**config.mk**
```make
export PLATFORM = sky130hd
export DESIGN_NAME = ahb_multi_arbiter
export DESIGN_NICKNAME = d
export VERILOG_FILES = /design/src/rtl/ahb_multi_arbiter.sv
export SDC_FILE = /design/constraint.sdc
export NUM_CORES = 1
export LEC_CHECK = 0
export BUFFER_PORTS_ARGS = -buffer_cell sky130_fd_sc_hd__buf_2
export CORE_UTILIZATION = 51
export CTS_CLUSTER_SIZE = 24
export DETAILED_ROUTE_END_ITERATION = 12
export PLACE_DENSITY = 0.72
export RECOVER_POWER = 100
export REMOVE_ABC_BUFFERS = 1
export SKIP_CTS_REPAIR_TIMING = 1
export SYNTH_ARGS = -nofsm -noshare
export SYNTH_HDL_FRONTEND = slang
export SYNTH_SLANG_ARGS = --single-unit
```
**constraint.sdc**
```tcl
create_clock -name HCLK -period 3.4 [get_ports HCLK]
set_input_delay 0.34 -clock HCLK [delete_from_list [all_inputs] [get_ports HCLK]]
set_output_delay 0.34 -clock HCLK [all_outputs]
set_load 0.01 [all_outputs]
```
**src/rtl/ahb_multi_arbiter.sv**
```systemverilog
// ---------------------------------------------------------------------------
// ahb_multi_arbiter
//
// AHB-Lite multi-master bus arbiter. Selects which of NUM_MASTERS masters
// owns the shared address/data mux. Arbitration is round-robin or fixed
// priority. Burst tracking keeps ownership stable inside fixed-length bursts
// and inside locked sequences. Undefined-length INCR bursts are cut after
// MAX_INCR_BEATS beats so one master cannot starve the others.
//
// Handshake: a beat is accepted on a rising HCLK edge where HREADY=1 and
// HTRANS is NONSEQ or SEQ. HREADY=0 stalls HMASTER/HMASTLOCK and the burst
// counters. HGRANT is a registered one-hot vector. HMASTER/HMASTLOCK follow
// HGRANT on the next edge with HREADY=1, so ownership only changes at
// address-phase boundaries.
//
// Ports
//   HCLK, HRESETn      clock, asynchronous active-low reset
//   HBUSREQ, HLOCK     per-master request / lock request
//   HREADY             global transfer-ready
//   HTRANS, HBURST     transfer/burst type of the current owner
//   HRESP              slave response (ERROR=01 terminates the burst)
//   HGRANT             one-hot registered grant
//   HMASTER            index of the address-phase owner
//   HMASTLOCK          current transfer is locked
//   burst_state_dbg    burst FSM state (0=OPEN, 1=FIXED, 2=INCR)
// ---------------------------------------------------------------------------
module ahb_multi_arbiter #(
   parameter int NUM_MASTERS    = 4,
   parameter int DEFAULT_MASTER = 0,
   parameter int PRIORITY_MODE  = 0,
   parameter int MAX_INCR_BEATS = 16,
   localparam int MW = (NUM_MASTERS > 1) ? $clog2(NUM_MASTERS) : 1
) (
   input  logic                   HCLK,
   input  logic                   HRESETn,
   input  logic [NUM_MASTERS-1:0] HBUSREQ,
   input  logic [NUM_MASTERS-1:0] HLOCK,
   input  logic                   HREADY,
   input  logic [1:0]             HTRANS,
   input  logic [2:0]             HBURST,
   input  logic [1:0]             HRESP,
   output logic [NUM_MASTERS-1:0] HGRANT,
   output logic [MW-1:0]          HMASTER,
   output logic                   HMASTLOCK,
   output logic [1:0]             burst_state_dbg
);

   localparam int BW = (MAX_INCR_BEATS > 0) ? $clog2(MAX_INCR_BEATS + 1) : 1;
   localparam logic [NUM_MASTERS-1:0] RESET_GRANT = NUM_MASTERS'(1) << DEFAULT_MASTER;
   localparam logic [MW-1:0]          DEFAULT_IDX = MW'(DEFAULT_MASTER);
   localparam logic [BW-1:0]          BEAT_CAP    = BW'(MAX_INCR_BEATS);

   typedef enum logic [1:0] {
      ST_OPEN  = 2'd0,
      ST_FIXED = 2'd1,
      ST_INCR  = 2'd2
   } burst_state_e;

   burst_state_e             state_q, state_d, start_state;
   logic [3:0]               remaining_q, remaining_d, start_rem;
   logic [BW-1:0]            beats_q, beats_d, beats_inc, start_beats;
   logic [NUM_MASTERS-1:0]   grant_q, grant_d;
   logic [MW-1:0]            master_q, master_d;
   logic                     mastlock_q, mastlock_d;

   logic [MW-1:0]            grant_idx;
   logic [MW-1:0]            next_master;
   logic                     found;
   logic                     handover_ok;
   logic                     beat_ok, trans_nonseq, trans_seq, idle_ok;
   logic                     start_burst, cap_hit, resp_error;

   // ------------------------------------------------------------------------
   // Transfer decode
   // ------------------------------------------------------------------------
   assign trans_nonseq = (HTRANS == 2'b10);
   assign trans_seq    = (HTRANS == 2'b11);
   assign beat_ok      = HREADY && HTRANS[1];
   assign idle_ok      = HREADY && (HTRANS == 2'b00);
   assign resp_error   = (HRESP == 2'b01);
   // A NONSEQ inside a fixed burst is a protocol error; only OPEN and INCR
   // may begin a new burst.
   assign start_burst  = beat_ok && trans_nonseq && (state_q != ST_FIXED);
   assign cap_hit      = (MAX_INCR_BEATS != 0) && (beats_q == BEAT_CAP);

   // Burst type decode: what a NONSEQ with this HBURST would start.
   always_comb begin
      start_state = ST_OPEN;
      start_rem   = 4'd0;
      start_beats = '0;
      if (HBURST == 3'b001) begin
         start_state = ST_INCR;
         start_beats = BW'(1);
      end else begin
         case (HBURST[2:1])
            2'b01:   begin start_state = ST_FIXED; start_rem = 4'd3;  end
            2'b10:   begin start_state = ST_FIXED; start_rem = 4'd7;  end
            2'b11:   begin start_state = ST_FIXED; start_rem = 4'd15; end
            default: begin start_state = ST_OPEN;  start_rem = 4'd0;  end
         endcase
      end
   end

   // ------------------------------------------------------------------------
   // Burst FSM (next state)
   // ------------------------------------------------------------------------
   always_comb begin
      state_d     = state_q;
      remaining_d = remaining_q;
      beats_d     = beats_q;
      beats_inc   = beats_q + 1'b1;
      case (state_q)
         ST_OPEN: begin
            if (start_burst) begin
               state_d     = start_state;
               remaining_d = start_rem;
               beats_d     = start_beats;
            end
         end
         ST_FIXED: begin
            if (beat_ok && trans_seq) begin
               if (remaining_q == 4'd1) begin
                  state_d     = ST_OPEN;
                  remaining_d = 4'd0;
               end else begin
                  remaining_d = remaining_q - 4'd1;
               end
            end
         end
         ST_INCR: begin
            if (!HBUSREQ[master_q] || idle_ok || cap_hit) begin
               state_d = ST_OPEN;
               beats_d = '0;
            end else if (start_burst) begin
               state_d     = start_state;
               remaining_d = start_rem;
               beats_d     = start_beats;
            end else if (beat_ok && trans_seq && (MAX_INCR_BEATS != 0)) begin
               // Leave on the edge that accepts the capping beat so the
               // grant can move one cycle later, like a fixed burst.
               if (beats_inc == BEAT_CAP) begin
                  state_d = ST_OPEN;
                  beats_d = '0;
               end else begin
                  beats_d = beats_inc;
               end
            end
         end
         default: begin
            state_d = ST_OPEN;
         end
      endcase
      if (resp_error) begin
         state_d     = ST_OPEN;
         remaining_d = 4'd0;
         beats_d     = '0;
      end
   end

   // ------------------------------------------------------------------------
   // Arbitration
   // ------------------------------------------------------------------------
   always_comb begin
      grant_idx = '0;
      for (int i = 0; i < NUM_MASTERS; i++) begin
         if (grant_q[i]) grant_idx = MW'(i);
      end
   end

   always_comb begin
      next_master = DEFAULT_IDX;
      found       = 1'b0;
      if (|HBUSREQ) begin
         if (PRIORITY_MODE != 0) begin
            // Descending scan: the last hit is the lowest index.
            for (int i = NUM_MASTERS - 1; i >= 0; i--) begin
               if (HBUSREQ[i]) next_master = MW'(i);
            end
         end else begin
            // Search starts after the owner; k == NUM_MASTERS wraps back to
            // the owner itself so a lone owner keeps the bus.
            for (int k = 1; k <= NUM_MASTERS; k++) begin
               if (!found && HBUSREQ[(int'(master_q) + k) % NUM_MASTERS]) begin
                  next_master = MW'((int'(master_q) + k) % NUM_MASTERS);
                  found       = 1'b1;
               end
            end
         end
      end
   end

   assign handover_ok = (state_q == ST_OPEN) && !(mastlock_q && HLOCK[master_q]);

   always_comb begin
      grant_d    = grant_q;
      master_d   = master_q;
      mastlock_d = mastlock_q;
      if (handover_ok) begin
         grant_d              = '0;
         grant_d[next_master] = 1'b1;
      end
      if (HREADY) begin
         master_d   = grant_idx;
         mastlock_d = HLOCK[grant_idx];
      end
   end

   // ------------------------------------------------------------------------
   // Registers
   // ------------------------------------------------------------------------
   always_ff @(posedge HCLK or negedge HRESETn) begin
      if (!HRESETn) begin
         state_q     <= ST_OPEN;
         remaining_q <= 4'd0;
         beats_q     <= '0;
         grant_q     <= RESET_GRANT;
         master_q    <= DEFAULT_IDX;
         mastlock_q  <= 1'b0;
      end else begin
         state_q     <= state_d;
         remaining_q <= remaining_d;
         beats_q     <= beats_d;
         grant_q     <= grant_d;
         master_q    <= master_d;
         mastlock_q  <= mastlock_d;
      end
   end

   assign HGRANT          = grant_q;
   assign HMASTER         = master_q;
   assign HMASTLOCK       = mastlock_q;
   assign burst_state_dbg = state_q;

endmodule

```
==> out/qor.yml <==
rsz0062_at_grt: "false"
critical_path_arrival_ns: 2.59
n_antenna_cell: 0
drt-total-wl_mm: 3.06
cts_tree: "built"
slew_headroom_pct: 34.7
dieArea_um2: 2720
synth_edf_count: 0
synthArstFlopShare_pct: 100
endpoint_kind: "flip-flop"
nFillCells: 225
hp-class: "primary input to flip-flop"
ant_nets: 0
synthMuxAreaShare_pct: 8.96
nets: 192
fin_crit_sh_pct: 69.4
combPwrFrac_pct: 39.4
slowest_stage: "nor3_1"
routed_via_density: 6.24
h-tree-depth: 1
clk-insertion-delay-late_ns: 0.31
track_usage_pct: 24.8
routed.top_layer: "met4"
initial_utilization_pct: 55.9
hold_viol: 0
critPathMaxFanout: 10
netlist_instances: 142
dr.pass1.iters: 4
synth-compound-area-share_pct: 26.1
fp.dieW_um: 52.2
cts_inserted_buffers: 3
hold_depth: 3
area_growth_pct: 10.1
maxCapViolCount: 0
grt_max_degree: 19
synth_top_family_by_area: "compound AO/OA/AOI/OAI gates"
seq_area_frac_synth_pct: 35.2
switching_share_pct: 40.2
synthAdderAreaFrac_pct: 3.89
max_freq_mhz: 424
crit_buf_inv: 0
wl_met3_um: 202
min_period_ns: 2.36
required_ns: 3.63
antenna_found_initial: 0
core_um2: 2300
grt.overflow.total: 0
met1_length_mm: 1.37
io_pins: 27
fin_setup_tns_ns: 0
crit_chain: "mux4_2 -> o311ai_0 -> nor3_1 -> nand3_1 -> o21ai_0"
p_leak_nw: 0.588
start_kind: "flip-flop"
port_buffers: 26
fp.dieH_um: 52.2
drt_iter0_drc: 42
globalplace.congestion: 0.872
worst_slew_pin_slew_ns: 0.980
vias: 1229
holdWs_ns: 0.324
drc: 0
cp.depth: 5
slew_violations: 0
power.share.clock_pct: 16.0
critPathTopFamily: "simple AND/OR/NAND/NOR gates"
clock_skew_ns: 0.0146
routed-wl-met2_mm: 1.45
clk_path_buf_depth: 2
synthSimpleGateAreaFrac_pct: 21.4
finalSetupViolCount: 0
synth_seq_cells: 18
status: "complete, no violations"
p_int_mw: 0.440
syn_avg_cell_area_um2: 9.05
rows: 17
ys_warn_count: 0
synth_cell_types: 46
drive_above_1_share_pct: 14.2
p_per_area_nw_per_um2: 521
seqPwrFrac_pct: 44.6
synth_xor_area_share_pct: 0
rr_worst_depth: 5
switchingPower_mw: 0.296
cts_num_sinks: 18
cts_root_buffer: "clkbuf_4"
vdd_ir_drop_max_v: 0.000345
cpPeakStageDelay_ns: 0.70
dp_hpwl_mm: 2.26
detail_route.wl_per_cell_um: 15.5
first_global_vias: 1164
grt_pass1_wl_mm: 4.97
synth_area_um2: 1280
ys.flop_type: "dfrtp_1"
critical_path_class: "flip-flop to flip-flop"
clk_pin_slew_ns: 0.12
-- power groups by stage --
stage | registers (mW) | clock network [mW] | logic, mW
floorplan | 0.337 | 0 | 0.198
global placement | 0.328 | 0 | 0.300
detailed placement | 0.330 | 0 | 0.309
CTS | 0.326 | 0.120 | 0.312
global route | 0.339 | 0.133 | 0.323
finish | 0.329 | 0.118 | 0.290
-- Yosys cell counts (2+ instances only) --
cell / count / area share (%)
dfrtp_1: 17 / 33
nand2_1: 14 / 4.1
a21oi_1: 11 / 4.3
nor2_1: 11 / 3.2
o21ai_0: 10 / 3.9
inv_1: 9 / 2.6
mux2i_1: 7 / 5.5
nand2b_1: 5 / 2.4
ha_1: 4 / 3.9
nor2b_1: 4 / 1.9
o31ai_1: 4 / 2.3
nand3_1: 3 / 1.2
nor3_1: 3 / 1.2
o32ai_1: 3 / 2.0
a211oi_1: 2 / 1.2
and3_1: 2 / 0.97
mux4_2: 2 / 3.5
nand4_1: 2 / 0.97
o22ai_1: 2 / 0.97
-- placed cells by master, fill, tap and decap left out, types with 5 or more instances in the layout --
| master | instances |
|---|---|
| dfrtp_1 | 17 |
| buf_2 | 16 |
| clkbuf_1 | 11 |
| o21ai_0 | 10 |
| nand2_1 | 14 |
| nor2_1 | 11 |
| a21oi_1 | 12 |
| inv_1 | 9 |
| mux2i_1 | 7 |
| nand2b_1 | 5 |
-- tightest hold or removal path: cells and delay by family --
family,cells,cell delay [ns]
and+or+nand+nor,1,0.05
AOI/OAI and AO/OA,1,0.10
buffers and inverters,1,0.10
-- per-stage QoR --
step / total power [mW] / worst slack [ns] / util [%] / instance area (um2) / instances
finish: 0.737 / 1.04 / 61.6 / 1420 / 197
global placement: 0.628 / 1.53 / 62.1 / 1430 / 192
floorplan: 0.535 / 1.58 / - / 1260 / 138
global route: 0.795 / 0.911 / 61.6 / 1420 / 197
CTS: 0.758 / 1.42 / 63.2 / 1450 / 196
detailed placement: 0.639 / 1.42 / 62.1 / 1430 / 192
-- cell type report --
type                       count  area [um2]  area share, %
inverter                       9        33.8           2.39
clock buffer                   4        26.3           1.86
sequential                    18         452           31.9
tap                           28        35.0           2.48
multi-input combinational    111         741           52.3
timing repair buffer          27         128           9.02
-- registers in the layout, summed over array words and instances (netlist names) --
signal / cells
beats_q: 5
HMASTLOCK: 1
HMASTER: 2
burst_state_dbg: 2
HGRANT: 4
remaining_q: 4
-- per-layer routing --
metal	global-route usage, %	vias to the layer above
li1	-	590
met1	29.7	572
met2	44.4	59
met3	6.09	8
met4	5.70	0
met5	0	-
-- final timing paths --
kind	start	endpoint	slack (ns)
setup / recovery	HMASTER[1]	beats_q[2]	1.04
hold / removal	HBURST[1]	burst_state_dbg[0]	0.32
setup reg to reg	HMASTER[1]	beats_q[2]	1.04
hold reg to reg	HGRANT[0]	HGRANT[0]	0.48
max in group asynchronous	HRESETn	beats_q[0]	2.10
min in group asynchronous	HRESETn	remaining_q[2]	0.69
-- cells by family after synthesis --
family | after synthesis
flops | 18
buf+inv | 13
compound gates | 46
fa+ha+maj | 4
simple gates | 52
mux | 9
Power figures use the tool's default switching activity.
